<file path="src/rtl/spi_eeprom_slave.sv">
`timescale 1ns/1ps
// spi_eeprom_slave
// SPI mode-0 responder that behaves like a small serial EEPROM. It is used in
// place of the physical memory, opposite an SPI master, for closed-loop
// simulation and FPGA self-test. All SPI pins are oversampled by clk.
//
// Ports
//   clk      system clock, all logic on posedge
//   rst      asynchronous active-high reset
//   sck      SPI clock from master (idle low)
//   csn      chip select, active low
//   mosi     serial data in, MSB first
//   miso     serial data out, MSB first
//   miso_oe  high while the slave drives miso (READ / RDSR data phase)
//   status   {4'b0, bp1, bp0, wel, wip}
module spi_eeprom_slave #(
    parameter int MEM_DEPTH    = 128,
    parameter int PAGE_SIZE    = 16,
    parameter int WRITE_CYCLES = 1000
) (
    input  logic       clk,
    input  logic       rst,
    input  logic       sck,
    input  logic       csn,
    input  logic       mosi,
    output logic       miso,
    output logic       miso_oe,
    output logic [7:0] status
);
    localparam int AW = $clog2(MEM_DEPTH);
    localparam int OW = $clog2(PAGE_SIZE);
    localparam int PW = AW - OW;
    localparam int CW = $clog2(WRITE_CYCLES + 1);

    localparam logic [7:0] OP_WRSR  = 8'h01;
    localparam logic [7:0] OP_WRITE = 8'h02;
    localparam logic [7:0] OP_READ  = 8'h03;
    localparam logic [7:0] OP_WRDI  = 8'h04;
    localparam logic [7:0] OP_RDSR  = 8'h05;
    localparam logic [7:0] OP_WREN  = 8'h06;

    typedef enum logic [2:0] {
        IDLE, CMD, ADDR, RD_DATA, WR_DATA, RDSR_OUT, WRSR_DATA, IGNORE
    } state_t;

    state_t state, state_nxt;

    // ---------------- pin synchronizers and edge detect ----------------
    logic [2:0] sck_q, csn_q;
    logic [1:0] mosi_q;

    always_ff @(posedge clk or posedge rst) begin
        if (rst) begin
            sck_q  <= '0;
            csn_q  <= '1;
            mosi_q <= '0;
        end else begin
            sck_q  <= {sck_q[1:0], sck};
            csn_q  <= {csn_q[1:0], csn};
            mosi_q <= {mosi_q[0], mosi};
        end
    end

    logic sck_rise, sck_fall, cs_start, cs_end;
    assign sck_rise =  sck_q[1] & ~sck_q[2];
    assign sck_fall = ~sck_q[1] &  sck_q[2];
    assign cs_start = ~csn_q[1] &  csn_q[2];
    assign cs_end   =  csn_q[1] & ~csn_q[2];

    // ---------------- datapath registers ----------------
    logic [6:0]    shreg;
    logic [2:0]    bit_cnt;
    logic [7:0]    rx_byte;
    logic          byte_done;
    logic [7:0]    op;        // accepted command of this transaction (0 if ignored)
    logic          extra;     // bits clocked after a WREN/WRDI opcode
    logic          got_byte;  // WRSR received a complete data byte
    logic [AW-1:0] addr;
    logic [7:0]    tx_sh;
    logic          wel, wip, pend_sr;
    logic [1:0]    bp, bp_pend;
    logic [CW-1:0] wip_cnt;
    logic [PAGE_SIZE-1:0] byte_valid;
    logic [PW-1:0] wr_page;
    logic [OW-1:0] wr_off;

    logic [7:0] mem [MEM_DEPTH] = '{default: 8'hFF};
    logic [7:0] page_buf [PAGE_SIZE];

    assign rx_byte   = {shreg, mosi_q[1]};
    assign byte_done = sck_rise && (bit_cnt == 3'd7);
    assign status    = {4'b0000, bp, wel, wip};

    // Block protection: 01 top quarter, 10 top half, 11 everything.
    function automatic logic page_prot(input logic [1:0] b, input logic [PW-1:0] pg);
        case (b)
            2'b00:   return 1'b0;
            2'b01:   return (int'(pg) * PAGE_SIZE) >= (MEM_DEPTH * 3 / 4);
            2'b10:   return (int'(pg) * PAGE_SIZE) >= (MEM_DEPTH / 2);
            default: return 1'b1;
        endcase
    endfunction

    logic aligned, wr_commit, sr_commit, wel_set, wel_clr, wip_done;
    assign aligned   = (bit_cnt == 3'd0);
    assign wr_commit = (state == WR_DATA) && wel && (|byte_valid) && aligned
                       && !page_prot(bp, wr_page);
    assign sr_commit = (state == WRSR_DATA) && wel && got_byte && aligned;
    assign wel_set   = (state == IGNORE) && (op == OP_WREN) && !extra && aligned;
    assign wel_clr   = (state == IGNORE) && (op == OP_WRDI) && !extra && aligned;
    assign wip_done  = wip && (wip_cnt == CW'(1));

    // ---------------- FSM ----------------
    always_ff @(posedge clk or posedge rst) begin
        if (rst) state <= IDLE;
        else     state <= state_nxt;
    end

    always_comb begin
        state_nxt = state;
        if (cs_end) begin
            state_nxt = IDLE;
        end else if (cs_start) begin
            state_nxt = CMD;
        end else if (byte_done) begin
            case (state)
                CMD: begin
                    if (wip && rx_byte != OP_RDSR) begin
                        state_nxt = IGNORE;
                    end else begin
                        case (rx_byte)
                            OP_WREN, OP_WRDI:  state_nxt = IGNORE;
                            OP_RDSR:           state_nxt = RDSR_OUT;
                            OP_WRSR:           state_nxt = WRSR_DATA;
                            OP_READ, OP_WRITE: state_nxt = ADDR;
                            default:           state_nxt = IGNORE;
                        endcase
                    end
                end
                ADDR:    state_nxt = (op == OP_READ) ? RD_DATA : WR_DATA;
                default: state_nxt = state;
            endcase
        end
    end

    // ---------------- control / status ----------------
    always_ff @(posedge clk or posedge rst) begin
        if (rst) begin
            shreg      <= '0;
            bit_cnt    <= '0;
            op         <= '0;
            extra      <= 1'b0;
            got_byte   <= 1'b0;
            addr       <= '0;
            tx_sh      <= '0;
            miso       <= 1'b0;
            miso_oe    <= 1'b0;
            wel        <= 1'b0;
            wip        <= 1'b0;
            pend_sr    <= 1'b0;
            bp         <= '0;
            bp_pend    <= '0;
            wip_cnt    <= '0;
            byte_valid <= '0;
            wr_page    <= '0;
            wr_off     <= '0;
        end else begin
            if (sck_rise) begin
                shreg   <= rx_byte[6:0];
                bit_cnt <= bit_cnt + 3'd1;
                if (state == IGNORE) extra <= 1'b1;
            end

            if (byte_done) begin
                case (state)
                    CMD: begin
                        op <= (wip && rx_byte != OP_RDSR) ? 8'h00 : rx_byte;
                        if (rx_byte == OP_RDSR) tx_sh <= status;
                    end
                    ADDR: begin
                        if (op == OP_READ) begin
                            tx_sh <= mem[rx_byte[AW-1:0]];
                            addr  <= rx_byte[AW-1:0] + 1'b1;
                        end else begin
                            wr_page <= rx_byte[AW-1:OW];
                            wr_off  <= rx_byte[OW-1:0];
                        end
                    end
                    RD_DATA: begin
                        tx_sh <= mem[addr];
                        addr  <= addr + 1'b1;
                    end
                    RDSR_OUT: tx_sh <= status;
                    WR_DATA: begin
                        byte_valid[wr_off] <= 1'b1;
                        wr_off             <= wr_off + 1'b1;
                    end
                    WRSR_DATA: begin
                        bp_pend  <= rx_byte[3:2];
                        got_byte <= 1'b1;
                    end
                    default: ;
                endcase
            end

            // Output bits change on the falling edge so the master samples
            // stable data on the next rising edge.
            if (sck_fall && (state == RD_DATA || state == RDSR_OUT)) begin
                miso    <= tx_sh[7];
                tx_sh   <= {tx_sh[6:0], 1'b0};
                miso_oe <= 1'b1;
            end

            if (cs_start) begin
                bit_cnt  <= '0;
                op       <= '0;
                extra    <= 1'b0;
                got_byte <= 1'b0;
                miso     <= 1'b0;
                miso_oe  <= 1'b0;
                // The page buffer is still owed to mem while WIP is high.
                if (!wip) byte_valid <= '0;
            end

            if (cs_end) begin
                miso    <= 1'b0;
                miso_oe <= 1'b0;
                if (wr_commit) begin
                    wip     <= 1'b1;
                    wip_cnt <= CW'(WRITE_CYCLES);
                    pend_sr <= 1'b0;
                end else if (sr_commit) begin
                    wip     <= 1'b1;
                    wip_cnt <= CW'(WRITE_CYCLES);
                    pend_sr <= 1'b1;
                end else if (wel_set) begin
                    wel <= 1'b1;
                end else if (wel_clr) begin
                    wel <= 1'b0;
                end
            end

            if (wip_done) begin
                wip        <= 1'b0;
                wip_cnt    <= '0;
                wel        <= 1'b0;
                byte_valid <= '0;
                if (pend_sr) bp <= bp_pend;
            end else if (wip) begin
                wip_cnt <= wip_cnt - 1'b1;
            end
        end
    end

    // ---------------- storage (not reset) ----------------
    always_ff @(posedge clk) begin
        if (byte_done && state == WR_DATA) page_buf[wr_off] <= rx_byte;
        if (wip_done && !pend_sr) begin
            for (int i = 0; i < PAGE_SIZE; i++) begin
                if (byte_valid[i]) mem[{wr_page, OW'(i)}] <= page_buf[i];
            end
        end
    end

endmodule

</file>
<file path="config.mk">
export PLATFORM = sky130hd
export DESIGN_NAME = spi_eeprom_slave
export DESIGN_NICKNAME = d
export VERILOG_FILES = /design/src/rtl/spi_eeprom_slave.sv
export SDC_FILE = /design/constraint.sdc
export NUM_CORES = 2
export LEC_CHECK = 0
export BUFFER_PORTS_ARGS = -buffer_cell sky130_fd_sc_hd__buf_2
export CORE_MARGIN = 2
export CORE_UTILIZATION = 45
export CTS_CLUSTER_DIAMETER = 100
export DETAILED_ROUTE_END_ITERATION = 10
export HOLD_SLACK_MARGIN = 0.12
export PLACE_DENSITY = 0.66
export SKIP_LAST_GASP = 1
export SYNTH_ARGS = -nofsm -noshare
export SYNTH_HDL_FRONTEND = slang
export SYNTH_SLANG_ARGS = --single-unit
</file>
<file path="constraint.sdc">
create_clock -name clk -period 5.9 [get_ports clk]
set_input_delay 0 -clock clk [delete_from_list [all_inputs] [get_ports clk]]
set_output_delay 0 -clock clk [all_outputs]
set_load 0.03 [all_outputs]
</file>
### Word-level counts from Yosys, hierarchy flattened

Memories as Yosys holds them, arrays and structs flattened.
Index checks and enable logic that the tools add are counted.

* $add $sub $neg: 5
* divide/modulo/power cells: 0
* bitwise logic cells: 10
* $mul: 0
* eq/ne operators: 25
* muxes and demuxes: 108
* shifts and indexed selects: 0
* $lt $le $gt $ge: 4
* reductions and logical operators: 60

Operators by type and width (number)
* $mux W16: 5
* $mux W1: 74
* $mux W8: 8
* $mux W10: 5
* $pmux W8 S4: 1
* $eq A8 B2 Y1 const B: 3
* $eq A8 B3 Y1 const B: 3
* $mux W3: 7
* $logic_and A1 B1 Y1: 20
* $reduce_bool A2 Y1: 10
* $reduce_and A2 Y1: 9
* $or A16 B16 Y16: 1
* $reduce_or A16 Y1: 1
* $eq A3 B3 Y1 const B: 5
* $reduce_bool A3 Y1: 5
* $add A7 B1 Y7 const B: 2
* $ge A7 B7 Y1 const B: 2
* $pmux W7 S2: 1
* $eq A10 B1 Y1 const B: 1
* $sub A10 B1 Y10 const B: 1
* $pmux W3 S3: 1
* $reduce_and A3 Y1: 3
* $eq A8 B1 Y1 const B: 1
* $ne A8 B3 Y1 const B: 1
* 27 further kinds: 42

* memory bits (read-only): 0
* latch bits: 0
* bits in registers: 88
* input bits: 5
* memories kept: 2
* RAM bits: 1152
* logic and storage cells: 236

Memory list
* mem: words 128, bits a word 8, read ports 2, clocked after memory_dff 0, write ports 16, line 87 `logic [7:0] mem [MEM_DEPTH] = '{default: 8'hFF};`
* page_buf: words 16, bits a word 8, read ports 16, clocked after memory_dff 0, write ports 1, line 88 `logic [7:0] page_buf [PAGE_SIZE];`

### Longest topological paths before layout

* word-level depth: 10
* depth in mapped cells: 13

### Worst setup path after synthesis

No wires, ideal clock.

* kind: register to register
* start point: reg mosi_q[1]
* end point: reg addr[6]
* setup slack: 3139 ps
* path buffers: 5
* cell stages (with the launch flop): 14
* data required time: 5763 ps
* library setup time: 137 ps
* arrival time: 2624 ps
* cell sequence: dfrtp_1 > buf_6 > buf_8 > buf_12 > buf_8 > buf_6 > mux2i_1 > inv_1 > ha_1 > a21boi_0 > nand2_1 > mux2_2 > a21oi_1 > a21oi_1

* longest elaborated chain between the ends: 3

RTL lines
* start: declaration: line 50 `logic [1:0] mosi_q;`
* start signal: assignment: line 60 `mosi_q <= {mosi_q[0], mosi};`
* $add A7 B1 Y7: line 183 `addr <= rx_byte[AW-1:0] + 1'b1;`
* $mux W7: line 181 `if (op == OP_READ) begin`
* $pmux W7 S2: line 175 `case (state)`
* end signal: assignment: line 183
* end signal: assignment: line 191 `addr <= addr + 1'b1;`
* end: declaration: line 78 `logic [AW-1:0] addr;`

No other way between the ends. The select of a mux whose other input is x is not followed.
A chain may end at the register's enable or synchronous reset.

### Final worst setup path

* start point: reg addr[1]
* end point: reg tx_sh[7]

* longest elaborated chain between the ends: 4

RTL lines
* $mem_v2 Z128 W8
* $pmux W8 S4: line 175
* $mux W8: line 174 `if (byte_done) begin`
* $mux W8: line 208 `if (sck_fall && (state == RD_DATA || state == RDSR_OUT)) begin`
* end signal: assignment: line 178 `if (rx_byte == OP_RDSR) tx_sh <= status;`
* end signal: assignment: line 182 `tx_sh <= mem[rx_byte[AW-1:0]];`
* end signal: assignment: line 210 `tx_sh <= {tx_sh[6:0], 1'b0};`
* end: declaration: line 79 `logic [7:0] tx_sh;`

No other way between the ends. The select of a mux whose other input is x is not followed.

==> impl_metrics.ini <==
[outcome]
status = finished, final reports clean

[synthesis]
syn_area_per_cell_um2 = 18.3
syn-instance-count = 3104
synth-edff-count = 1152
async_flop_share_pct = 7.10
synth_top_area_share_pct = 60.9
yosys.area.top_type = edfxtp_1
yosysUniqueCellTypes = 83
synth-seq-cells = 1240
seq_area_frac_synth_pct = 64.8
ys_top_cells_by_area = edfxtp_1, mux4_2, dfrtp_1, mux2i_1, and2_1
synthFlopType = edfxtp_1
yosysWarnings = 0
synth_area_mm2 = 0.0568

[cts]
cts-resized-gates = 0
clk_pin_slew_ns = 0.06
numCtsBuffers = 134
root_buffer = clkbuf_16
insertion_delay_ns = 0.83
cts_max_level = 4
cts.sinks = 1240
clk_path_buf_depth = 3
cts_tree = yes

[pwr]
p_sw_mw = 5.46
clkPwrFrac_pct = 41.0
worst_ir_drop_vdd_uv = 356
swShare_pct = 26.5
internal_power_mw = 15.1
power_frac_comb_pct = 11.4
p_leak_nw = 19.7
p_seq_share_pct = 47.5
p_per_area_mw_per_mm2 = 326

[timing]
setup_viol_count_final = 0
worstMarginPinSlew_ns = 1.36
rsz0062_at_grt = false
fin_ws_ns = 1.83
relSlewSlack_pct = 8.96
fmax_ghz = 0.246
hold_viol_final = 0
finClkSkew_ns = 0.0378
setup_tns_ns = 0
fin_crit_ns = 4.07
maxSlewViolCount = 0
min_period_over_period_pct = 69.0

[placement]
placed_area_mm2 = 0.0585
place_ws_ns = 2.00
post-dp-hpwl_um = 186000
numPortBuffers = 10
gp_congestion = 1.11

[critical_path]
r2r_slack_ns = 1.83
crit_path_end_kind = register
worstReg2RegStart = addr[1]$_DFFE_PP0P_
rr_worst_depth = 8
critPathLaunch = addr[1]$_DFFE_PP0P_
crit_chain = buf_4 > mux4_2 > a22o_1 > a221oi_1 > o22ai_1 > o211ai_1 > o2111ai_1 > o22a_1
regToRegEndpoint = tx_sh[7]$_DFFE_PP0P_
startpoint_type = register
critical_path.top_delay_family = compound AO/OA/AOI/OAI gates
crit_fanout = 48
path_depth = 8
endpoint = tx_sh[7]$_DFFE_PP0P_
required_ns = 6.59
crit_type = reg -> reg
critPathBufInv = 1
cpPeakStageDelay_ns = 0.91
crit_arrival_ns = 4.76
slowest_stage = dfrtp_4

[routing]
viasPerCell = 7.48
drc_errors = 0
wirelength_um = 256000
dr.pass1.iters = 9
antenna_left = 0
drt_iter0_drc = 6672
wl_per_cell_um = 52.0
vias = 36700

[finish]
finalInstanceArea_mm2 = 0.0630
nFillCells = 9996
drive_gt1_share_pct = 27.2
area_growth_pct = 10.9
fin_nets = 3151
fin_util_pct = 50.3

[min_path]
hp-class = in -> async

[die]
fp.dieArea_mm2 = 0.129
rows = 130
core-area_mm2 = 0.125
io-pin-count = 15
fp.dieW_um = 359
initial_core_util_pct = 45.3
die_height_um = 359

[flow_run]
maxCapViolCount = 0

[global_routing]
grt-ovfl-total = 0
grtUsageTotal_pct = 39.6
grt_max_degree = 78
antenna_found_initial = 28
grt_pass1_vias = 34600
grt_pass1_wl_um = 335000
## flip-flops by register name, indices dropped and copies added, names as in the netlist, 2 cells and up
register / cells
csn_q: 3
wr_off: 4
bp: 2
bp_pend: 2
wr_page: 3
addr: 7
mem: 1024
wip_cnt: 10
state: 3
shreg: 7
bit_cnt: 3
mosi_q: 2
byte_valid: 16
op: 8
tx_sh: 8
page_buf: 128
sck_q: 3
## placed cells by master (no fill, tap or decap), types with 26 or more instances in the layout
| master | synthesis | final |
|---|---|---|
| a21oi_1 | 64 | 64 |
| a22o_1 | 26 | 26 |
| a22oi_1 | 74 | 74 |
| and2_1 | 137 | 137 |
| buf_4 | 37 | 91 |
| clkbuf_16 | 0 | 139 |
| dfrtp_1 | 85 | 74 |
| edfxtp_1 | 1152 | 1152 |
| mux2_2 | 26 | 26 |
| mux2i_1 | 95 | 95 |
| mux4_2 | 494 | 494 |
| nand2_1 | 108 | 108 |
| nand3_1 | 49 | 49 |
| nor2_1 | 118 | 116 |
| nor2b_1 | 30 | 26 |
| nor3_1 | 33 | 28 |
| o21ai_0 | 51 | 51 |
| o22ai_1 | 33 | 33 |
## cells in the mapped netlist, types with 22 or more instances
cell type,number
buf_4,37
and2_1,137
edfxtp_1,1152
nor3_1,33
buf_6,22
a211oi_1,25
nor2b_1,30
a22oi_1,74
nand2_1,108
mux4_2,494
o22ai_1,33
nand3_1,49
o21ai_0,51
mux2_2,26
a22o_1,26
buf_2,71
mux2i_1,95
nor2_1,118
clkbuf_1,79
a21oi_1,64
dfrtp_1,85
## stage by stage
step                power, mW  instances  hold slack (ns)
floorplan                11.1       3107          0.00448
global placement         12.2       4639           0.0319
global route             20.9       4887            0.365
finish                   20.6       4911            0.343
detailed placement       12.2       4640           0.0462
CTS                      20.4       4886            0.331
## worst min-delay path by stage
stage | start | end | slack, ns | cells past startpoint
after floorplan | csn | csn_q[0]$_DFF_PP1_ | 0.004 | 0
after global placement | rst | wip_cnt[0]$_DFFE_PP0P_ | 0.03 | 2
after detailed placement | rst | wip_cnt[0]$_DFFE_PP0P_ | 0.05 | 2
after CTS | rst | wip_cnt[5]$_DFFE_PP0P_ | 0.33 | 4
after global routing | csn_q[0]$_DFF_PP1_ | csn_q[1]$_DFF_PP1_ | 0.37 | 0
final | rst | shreg[0]$_DFFE_PP0P_ | 0.34 | 4
## layer usage
metal / up-vias / global-route usage [%] / routed length [um]
met1: 19400 / 51.9 / 90500
met5: - / 0 / 106
met4: 18 / 24.2 / 19200
li1: 13100 / - / -
met3: 674 / 14.3 / 36200
met2: 3521 / 56.6 / 110000
## power groups by stage
| stage | clock network, mW | logic (mW) | registers (mW) |
|---|---|---|---|
| 2_1_floorplan | 0 | 1.23 | 9.82 |
| 3_3_place_gp | 0 | 2.24 | 9.95 |
| 3_5_place_dp | 0 | 2.23 | 9.95 |
| 4_1_cts | 8.44 | 2.24 | 9.76 |
| 5_1_grt | 8.79 | 2.34 | 9.76 |
| 6_report | 8.45 | 2.36 | 9.78 |
## area by class of cell
cell class	instances	area, um2	share of cell area, %
inverter	21	81.3	0.129
sequential	1240	36800	58.4
tap	1650	2060	3.28
timing repair buffer	122	1070	1.70
multi-input combinational	1615	18600	29.5
clock inverter	74	736	1.17
antenna	25	62.6	0.0992
clock buffer	164	3610	5.73
## kinds of logic (layout without fill, tap and decap cells)
kind of cell	count (synthesis)	after routing	share of synthesized area [%]
AND/OR/NAND/NOR	575	575	5.28
AO/OA/AOI/OAI	403	403	5.04
buffers and inverters	252	381	2.66
XOR/XNOR	2	2	0.0308
flip-flops	1240	1240	64.8
adder cells (fa/ha/maj)	12	12	0.264
multiplexers	619	619	22.0
other	1	29	0.00660
## worst min-delay path: cells and delay by family
family	cells	cell delay, ns
buffers and inverters	4	1.57
## what timing repair did
item                                   4_1_cts  5_1_grt
endpoints found under the hold margin       91        0
buffers inserted                             0        0
hold buffers                                 8        0
(Power assumes the default switching activity.)
